`src/rtl/coverfloat_pkg.sv`:
```
// Shared types and layout constants for the coverfloat vector driver.
// Word indices describe the order in which a vector arrives on the 32-bit input stream.
package coverfloat_pkg;

    localparam int unsigned COVERFLOAT_VEC_WORDS = 21;
    localparam int unsigned IDX_W                = 5;

    localparam int unsigned IDX_OP   = 0;
    localparam int unsigned IDX_RM   = 1;
    localparam int unsigned IDX_EN   = 2;
    localparam int unsigned IDX_A0   = 3;
    localparam int unsigned IDX_B0   = 7;
    localparam int unsigned IDX_C0   = 11;
    localparam int unsigned IDX_RES0 = 15;
    localparam int unsigned IDX_FMT  = 19;
    localparam int unsigned IDX_EXC  = 20;

    // Bit positions of the 3-bit format codes inside the fmt word.
    localparam int unsigned FMT_A_LSB   = 0;
    localparam int unsigned FMT_B_LSB   = 3;
    localparam int unsigned FMT_C_LSB   = 6;
    localparam int unsigned FMT_RES_LSB = 9;

    typedef enum logic [2:0] {
        FMT_HALF   = 3'b000,
        FMT_FLOAT  = 3'b001,
        FMT_DOUBLE = 3'b010,
        FMT_QUAD   = 3'b011,
        FMT_INT    = 3'b100,
        FMT_LONG   = 3'b101
    } fmt_e;

    typedef enum logic [0:0] {
        StCollect = 1'b0,
        StEmit    = 1'b1
    } drv_state_e;

    typedef struct packed {
        logic [31:0]  op;
        logic [31:0]  rm;
        logic [31:0]  enable;
        logic [127:0] a;
        logic [127:0] b;
        logic [127:0] c;
        logic [127:0] result;
        logic [2:0]   a_fmt;
        logic [2:0]   b_fmt;
        logic [2:0]   c_fmt;
        logic [2:0]   res_fmt;
        logic [31:0]  exc;
    } vec_t;

    function automatic logic fmt_code_invalid(input logic [2:0] code);
        return code > FMT_LONG;
    endfunction

endpackage

```
`src/rtl/coverfloat_vector_driver.sv`:
```
// Assembles 21-word stimulus vectors and presents each one with a single-cycle valid pulse.
// Optional: define COVERFLOAT_FMT_CHECK_EN to drop vectors carrying reserved fmt codes.
module coverfloat_vector_driver
    import coverfloat_pkg::*;
#(
    parameter int unsigned WORDS_PER_VEC = COVERFLOAT_VEC_WORDS
) (
    input  logic         clk,
    input  logic         rst_n,
    input  logic         in_valid,
    input  logic [31:0]  in_data,
    output logic         in_ready,
    input  logic         abort,
    output logic         valid,
    output logic [31:0]  op,
    output logic [31:0]  rm,
    output logic [31:0]  enableBits,
    output logic [127:0] a,
    output logic [127:0] b,
    output logic [127:0] c,
    output logic [127:0] result,
    output logic [2:0]   aFmt,
    output logic [2:0]   bFmt,
    output logic [2:0]   cFmt,
    output logic [2:0]   resultFmt,
    output logic [31:0]  exceptionBits,
    output logic [31:0]  vec_count,
    output logic         fmt_err
);

    localparam logic [IDX_W-1:0] LastIdx = IDX_W'(WORDS_PER_VEC - 1);

    drv_state_e       state_q, state_d;
    logic [IDX_W-1:0] idx_q, idx_d;
    logic [31:0]      stage_q [COVERFLOAT_VEC_WORDS];
    logic [31:0]      stage_d [COVERFLOAT_VEC_WORDS];
    vec_t             out_q, out_d, staged_vec;
    logic             valid_q, valid_d;
    logic [31:0]      vec_count_q, vec_count_d;
    logic             accept, last_word, load, fmt_bad;

    assign accept    = in_valid && in_ready;
    assign last_word = (idx_q == LastIdx);
    // Final word handshake: outputs load on this edge so they are stable during the EMIT cycle.
    assign load      = accept && last_word;

    // ---------------- FSM ----------------
    always_ff @(posedge clk) begin
        if (!rst_n) begin
            state_q <= StCollect;
        end else begin
            state_q <= state_d;
        end
    end

    always_comb begin
        state_d = state_q;
        unique case (state_q)
            StCollect: if (load) state_d = StEmit;
            StEmit:    state_d = StCollect;
            default:   state_d = StCollect;
        endcase
    end

    always_comb begin
        in_ready = 1'b0;
        if (state_q == StCollect && !abort) begin
            in_ready = 1'b1;
        end
    end

    // ---------------- Staging ----------------
    always_comb begin
        stage_d = stage_q;
        idx_d   = idx_q;
        if (state_q == StCollect && abort) begin
            idx_d = '0;
            for (int unsigned i = 0; i < COVERFLOAT_VEC_WORDS; i++) begin
                stage_d[i] = '0;
            end
        end else if (accept) begin
            stage_d[idx_q] = in_data;
            idx_d          = last_word ? '0 : idx_q + IDX_W'(1);
        end
    end

    // Exception word is taken straight from the bus: it is the word being accepted on load.
    always_comb begin
        staged_vec.op      = stage_q[IDX_OP];
        staged_vec.rm      = stage_q[IDX_RM];
        staged_vec.enable  = stage_q[IDX_EN];
        staged_vec.a       = {stage_q[IDX_A0+3], stage_q[IDX_A0+2],
                              stage_q[IDX_A0+1], stage_q[IDX_A0]};
        staged_vec.b       = {stage_q[IDX_B0+3], stage_q[IDX_B0+2],
                              stage_q[IDX_B0+1], stage_q[IDX_B0]};
        staged_vec.c       = {stage_q[IDX_C0+3], stage_q[IDX_C0+2],
                              stage_q[IDX_C0+1], stage_q[IDX_C0]};
        staged_vec.result  = {stage_q[IDX_RES0+3], stage_q[IDX_RES0+2],
                              stage_q[IDX_RES0+1], stage_q[IDX_RES0]};
        staged_vec.a_fmt   = stage_q[IDX_FMT][FMT_A_LSB +: 3];
        staged_vec.b_fmt   = stage_q[IDX_FMT][FMT_B_LSB +: 3];
        staged_vec.c_fmt   = stage_q[IDX_FMT][FMT_C_LSB +: 3];
        staged_vec.res_fmt = stage_q[IDX_FMT][FMT_RES_LSB +: 3];
        staged_vec.exc     = in_data;
    end

    logic [51:0] unused_stage;
    assign unused_stage = {stage_q[IDX_EXC], stage_q[IDX_FMT][31:12]};

`ifdef COVERFLOAT_FMT_CHECK_EN
    logic fmt_err_q;

    assign fmt_bad = fmt_code_invalid(staged_vec.a_fmt) | fmt_code_invalid(staged_vec.b_fmt) |
                     fmt_code_invalid(staged_vec.c_fmt) | fmt_code_invalid(staged_vec.res_fmt);

    always_ff @(posedge clk) begin
        if (!rst_n) begin
            fmt_err_q <= 1'b0;
        end else begin
            fmt_err_q <= load && fmt_bad;
        end
    end

    assign fmt_err = fmt_err_q;
`else
    assign fmt_bad = 1'b0;
    assign fmt_err = 1'b0;
`endif

    // ---------------- Output fields ----------------
    always_comb begin
        out_d       = out_q;
        valid_d     = 1'b0;
        vec_count_d = vec_count_q;
        if (load && !fmt_bad) begin
            out_d       = staged_vec;
            valid_d     = 1'b1;
            vec_count_d = vec_count_q + 32'd1;
        end
    end

    always_ff @(posedge clk) begin
        if (!rst_n) begin
            idx_q       <= '0;
            out_q       <= '0;
            valid_q     <= 1'b0;
            vec_count_q <= '0;
            for (int unsigned i = 0; i < COVERFLOAT_VEC_WORDS; i++) begin
                stage_q[i] <= '0;
            end
        end else begin
            idx_q       <= idx_d;
            out_q       <= out_d;
            valid_q     <= valid_d;
            vec_count_q <= vec_count_d;
            stage_q     <= stage_d;
        end
    end

    assign valid         = valid_q;
    assign op            = out_q.op;
    assign rm            = out_q.rm;
    assign enableBits    = out_q.enable;
    assign a             = out_q.a;
    assign b             = out_q.b;
    assign c             = out_q.c;
    assign result        = out_q.result;
    assign aFmt          = out_q.a_fmt;
    assign bFmt          = out_q.b_fmt;
    assign cFmt          = out_q.c_fmt;
    assign resultFmt     = out_q.res_fmt;
    assign exceptionBits = out_q.exc;
    assign vec_count     = vec_count_q;

endmodule

```
`config.mk`:
```
export PLATFORM = sky130hd
export DESIGN_NAME = coverfloat_vector_driver
export DESIGN_NICKNAME = d
export VERILOG_FILES = /design/src/rtl/coverfloat_pkg.sv /design/src/rtl/coverfloat_vector_driver.sv
export SDC_FILE = /design/constraint.sdc
export NUM_CORES = 2
export LEC_CHECK = 0
export CAP_MARGIN = 30
export CORE_ASPECT_RATIO = 1.5
export CORE_UTILIZATION = 55
export CTS_BUF_LIST = sky130_fd_sc_hd__clkbuf_8
export CTS_CLUSTER_SIZE = 40
export DETAILED_ROUTE_END_ITERATION = 16
export GPL_TIMING_DRIVEN = 0
export PLACE_DENSITY = 0.82
export SLEW_MARGIN = 20
export SYNTH_ARGS = -nofsm -noshare
export SYNTH_HDL_FRONTEND = slang
export SYNTH_SLANG_ARGS = --single-unit
```
`constraint.sdc`:
```
create_clock -name clk -period 2.09 [get_ports clk]
set_input_delay 0.418 -clock clk [delete_from_list [all_inputs] [get_ports clk]]
set_output_delay 0.418 -clock clk [all_outputs]
set_load 0.01 [all_outputs]
```
==> reports/qor.yml <==
grt:
  grt.overflow.total: 0
  grt_pass1_wl_um: 255000
  grt_pass1_vias: 41885
  grt_max_degree: 17
  grt_usage_pct: 40.8
  antenna_found_initial: 7
floorplan:
  dieArea_um2: 84200
  io_pins: 723
  start_util_pct: 55.5
  core_um2: 82300
  rows: 129
  die_h_um: 355
  die_x_um: 237
synth:
  yosysTopAreaCellShare_pct: 57.5
  synth_edf_count: 0
  synth_cells: 5857
  yosysTopAreaCell: "dfxtp_1"
  synth-seq-cells: 1311
  synth_fp_nets: 5898
  yosysUniqueCellTypes: 44
  yosys_warnings: 0
  ys_seq_area_share_pct: 57.5
  synth_ff_type: "dfxtp_1"
  netlist_area_um2: 45700
  synth.avg_cell_area_um2: 7.80
  async_flop_share_pct: 0
  yosys-top-cells-area: "dfxtp_1, nand2_1, a21oi_1, clkbuf_1, buf_2"
timing:
  finalClockSkew_ns: 0.0402
  hold_viol: 0
  tightest_slew_ns: 1.05
  final-setup-viol-count: 0
  final_max_slew_viol_count: 0
  period_share_pct: 99.9
  fin_crit_ns: 2.09
  rsz0062_at_grt: "true"
  timing.fmax_mhz: 479
  relSlewSlack_pct: 29.7
finish:
  regArea_um2: 26300
  syn2layout_area_growth_pct: 27.1
  drive_gt1_share_pct: 9.92
  layout.nets: 6818
  mostFrequentLayoutCells: "nand2_1, a21oi_1, dfxtp_1, dlygate4sd2_1, clkbuf_8"
  multi_input_area_um2: 17400
  layout_commonest_cell: "nand2_1"
  fin_area_um2: 58100
  final_cells: 7960
  fill_cells: 6806
  final_core_util_pct: 70.5
power:
  power.switching_uw: 11000
  power_uw: 45800
  p_leak_uw: 0.0228
  p_per_area_nw_per_um2: 789
  switching_share_pct: 24.0
  ir_drop_mv: 0.658
  pwr-share-seq_pct: 54.6
  combPwrFrac_pct: 3.3
  p_int_uw: 34800
  p_clk_share_pct: 42.1
placement:
  dp_cells: 7630
  place.gp.congestion: 0.964
  dp_hpwl_um: 128000
  place_area_um2: 54400
  io_buffers: 700
run_status:
  violations: "design-rule violations"
  status: "finished with violations"
cts:
  cts.sinks: 1311
  clockRootBuffer: "clkbuf_8"
  clkTransAtPathRegs_ns: 0.07
  clock_latency_ns: 0.86
  htree_levels: 4
  cts_buffers: 181
  cts_tree: "done"
  clockBufferDepth: 3
drt:
  wirelength_um: 177000
  drtAntennaViolNets: 0
  vias: 44811
  drt-pass1-iter-count: 12
  wl_per_cell_um: 22.3
  viasPerCell: 5.63
  drtIter0Drc: 4613
  drc_errors: 4
worst_setup_path:
  required_ns: 2.79
  worstSetupPathType: "in2reg"
  cp.arrival_ns: 2.79
  startpoint_type: "primary input"
  cp-end-kind: "register"
  cp_max_fo: 10
run:
  maxCapViolCount: 0
worst_hold_path:
  hp-class: "in2reg"
cell usage after synthesis, drive strengths merged (6+ instances only):
library cell / number
nand3: 27
inv: 9
o31ai: 10
and2: 14
o21ai: 8
nand4: 16
nor4: 8
nor2: 12
and3: 14
a21oi: 1290
or3: 6
nand2b: 6
mux2i: 6
dfxtp: 1311
or4: 10
buf: 156
nand2: 2560
clkbuf: 354
worst paths after layout:
| path | startpoint | to | slack (ns) | cells after the start |
|---|---|---|---|---|
| setup / recovery | rst_n | resultFmt[1]$_SDFFE_PN0P_ | 0.003 | 6 |
| hold / removal | in_data[25] | stage_q[153]$_SDFFE_PP0P_ | 0.08 | 3 |
| setup reg to reg | idx_q[0]$_SDFFE_PP0P_ | vec_count[26]$_SDFFE_PN0P_ | 0.02 | 8 |
| hold reg to reg | stage_q[562]$_SDFFE_PP0P_ | a[18]$_SDFFE_PN0P_ | 0.42 | 2 |
registers in the layout (all words and copies together) (netlist names), 32 cells and up:
name and cells:
enableBits 32, exceptionBits 32, op 32, a 128
stage_q 620, c 128, rm 32, b 128
vec_count 32, result 128
critical path, stage by stage:
cell	delay, ns
clkbuf_1	0.35
inv_1	0.17
clkbuf_2	0.55
clkbuf_1	0.58
clkbuf_1	0.61
a21oi_1	0.09
routing by layer:
layer	GRT usage (%)	routed length, um
met5	0	64
met4	30.0	15100
met3	11.2	19000
met2	67.0	81600
met1	45.2	61700
final cells by class:
class / count / area share (%)
Clock buffer: 221 / 5.24
Antenna cell: 4 / 0.0172
Multi-Input combinational cell: 4027 / 30.0
Clock inverter: 93 / 0.778
Sequential cell: 1311 / 45.3
Tap cell: 1048 / 2.26
Buffer: 501 / 4.74
Timing Repair Buffer: 746 / 11.5
Inverter: 9 / 0.0582
what timing repair did:
action                                  in CTS  in global routing
pin swaps                                    1                  8
buffers inserted                             8                  2
hold buffers                                10                  0
endpoints found under the setup margin    1986               1006
resized for setup                          948                227
gates cloned                                 1                  0
endpoints found under the hold margin       33                  0
cell families (layout without fill, tap and decap cells):
family	Yosys count	count (layout)	share of synthesized area, %
buf+inv	519	1570	4.67
other cells	1	5	0.00821
xor+xnor	9	9	0.173
fa+ha+maj	5	5	0.137
mux	7	7	0.156
simple gates	2690	2690	22.9
flops	1311	1311	57.5
compound gates	1315	1315	14.5
power by group through the flow:
stage,Sequential [uW],Clock [uW],Combinational [uW]
2_1_floorplan,25600,0,572
4_1_cts,25000,19200,1430
3_5_place_dp,25600,0,1370
5_1_grt,25000,20400,1500
6_report,25000,19300,1500
3_3_place_gp,25600,0,1300
through the flow:
stage	setup slack, ns	TNS [ns]	hold slack [ns]
detailed placement	-1.77	-1821.90	0.442
finish	0.00279	0	0.0838
CTS	0.00255	0	0.00524
floorplan	0.166	0	0.432
global route	-0.0196	-0.152	0.0410
global placement	-1.80	-1823.10	0.436
(Power assumes the default switching activity.)
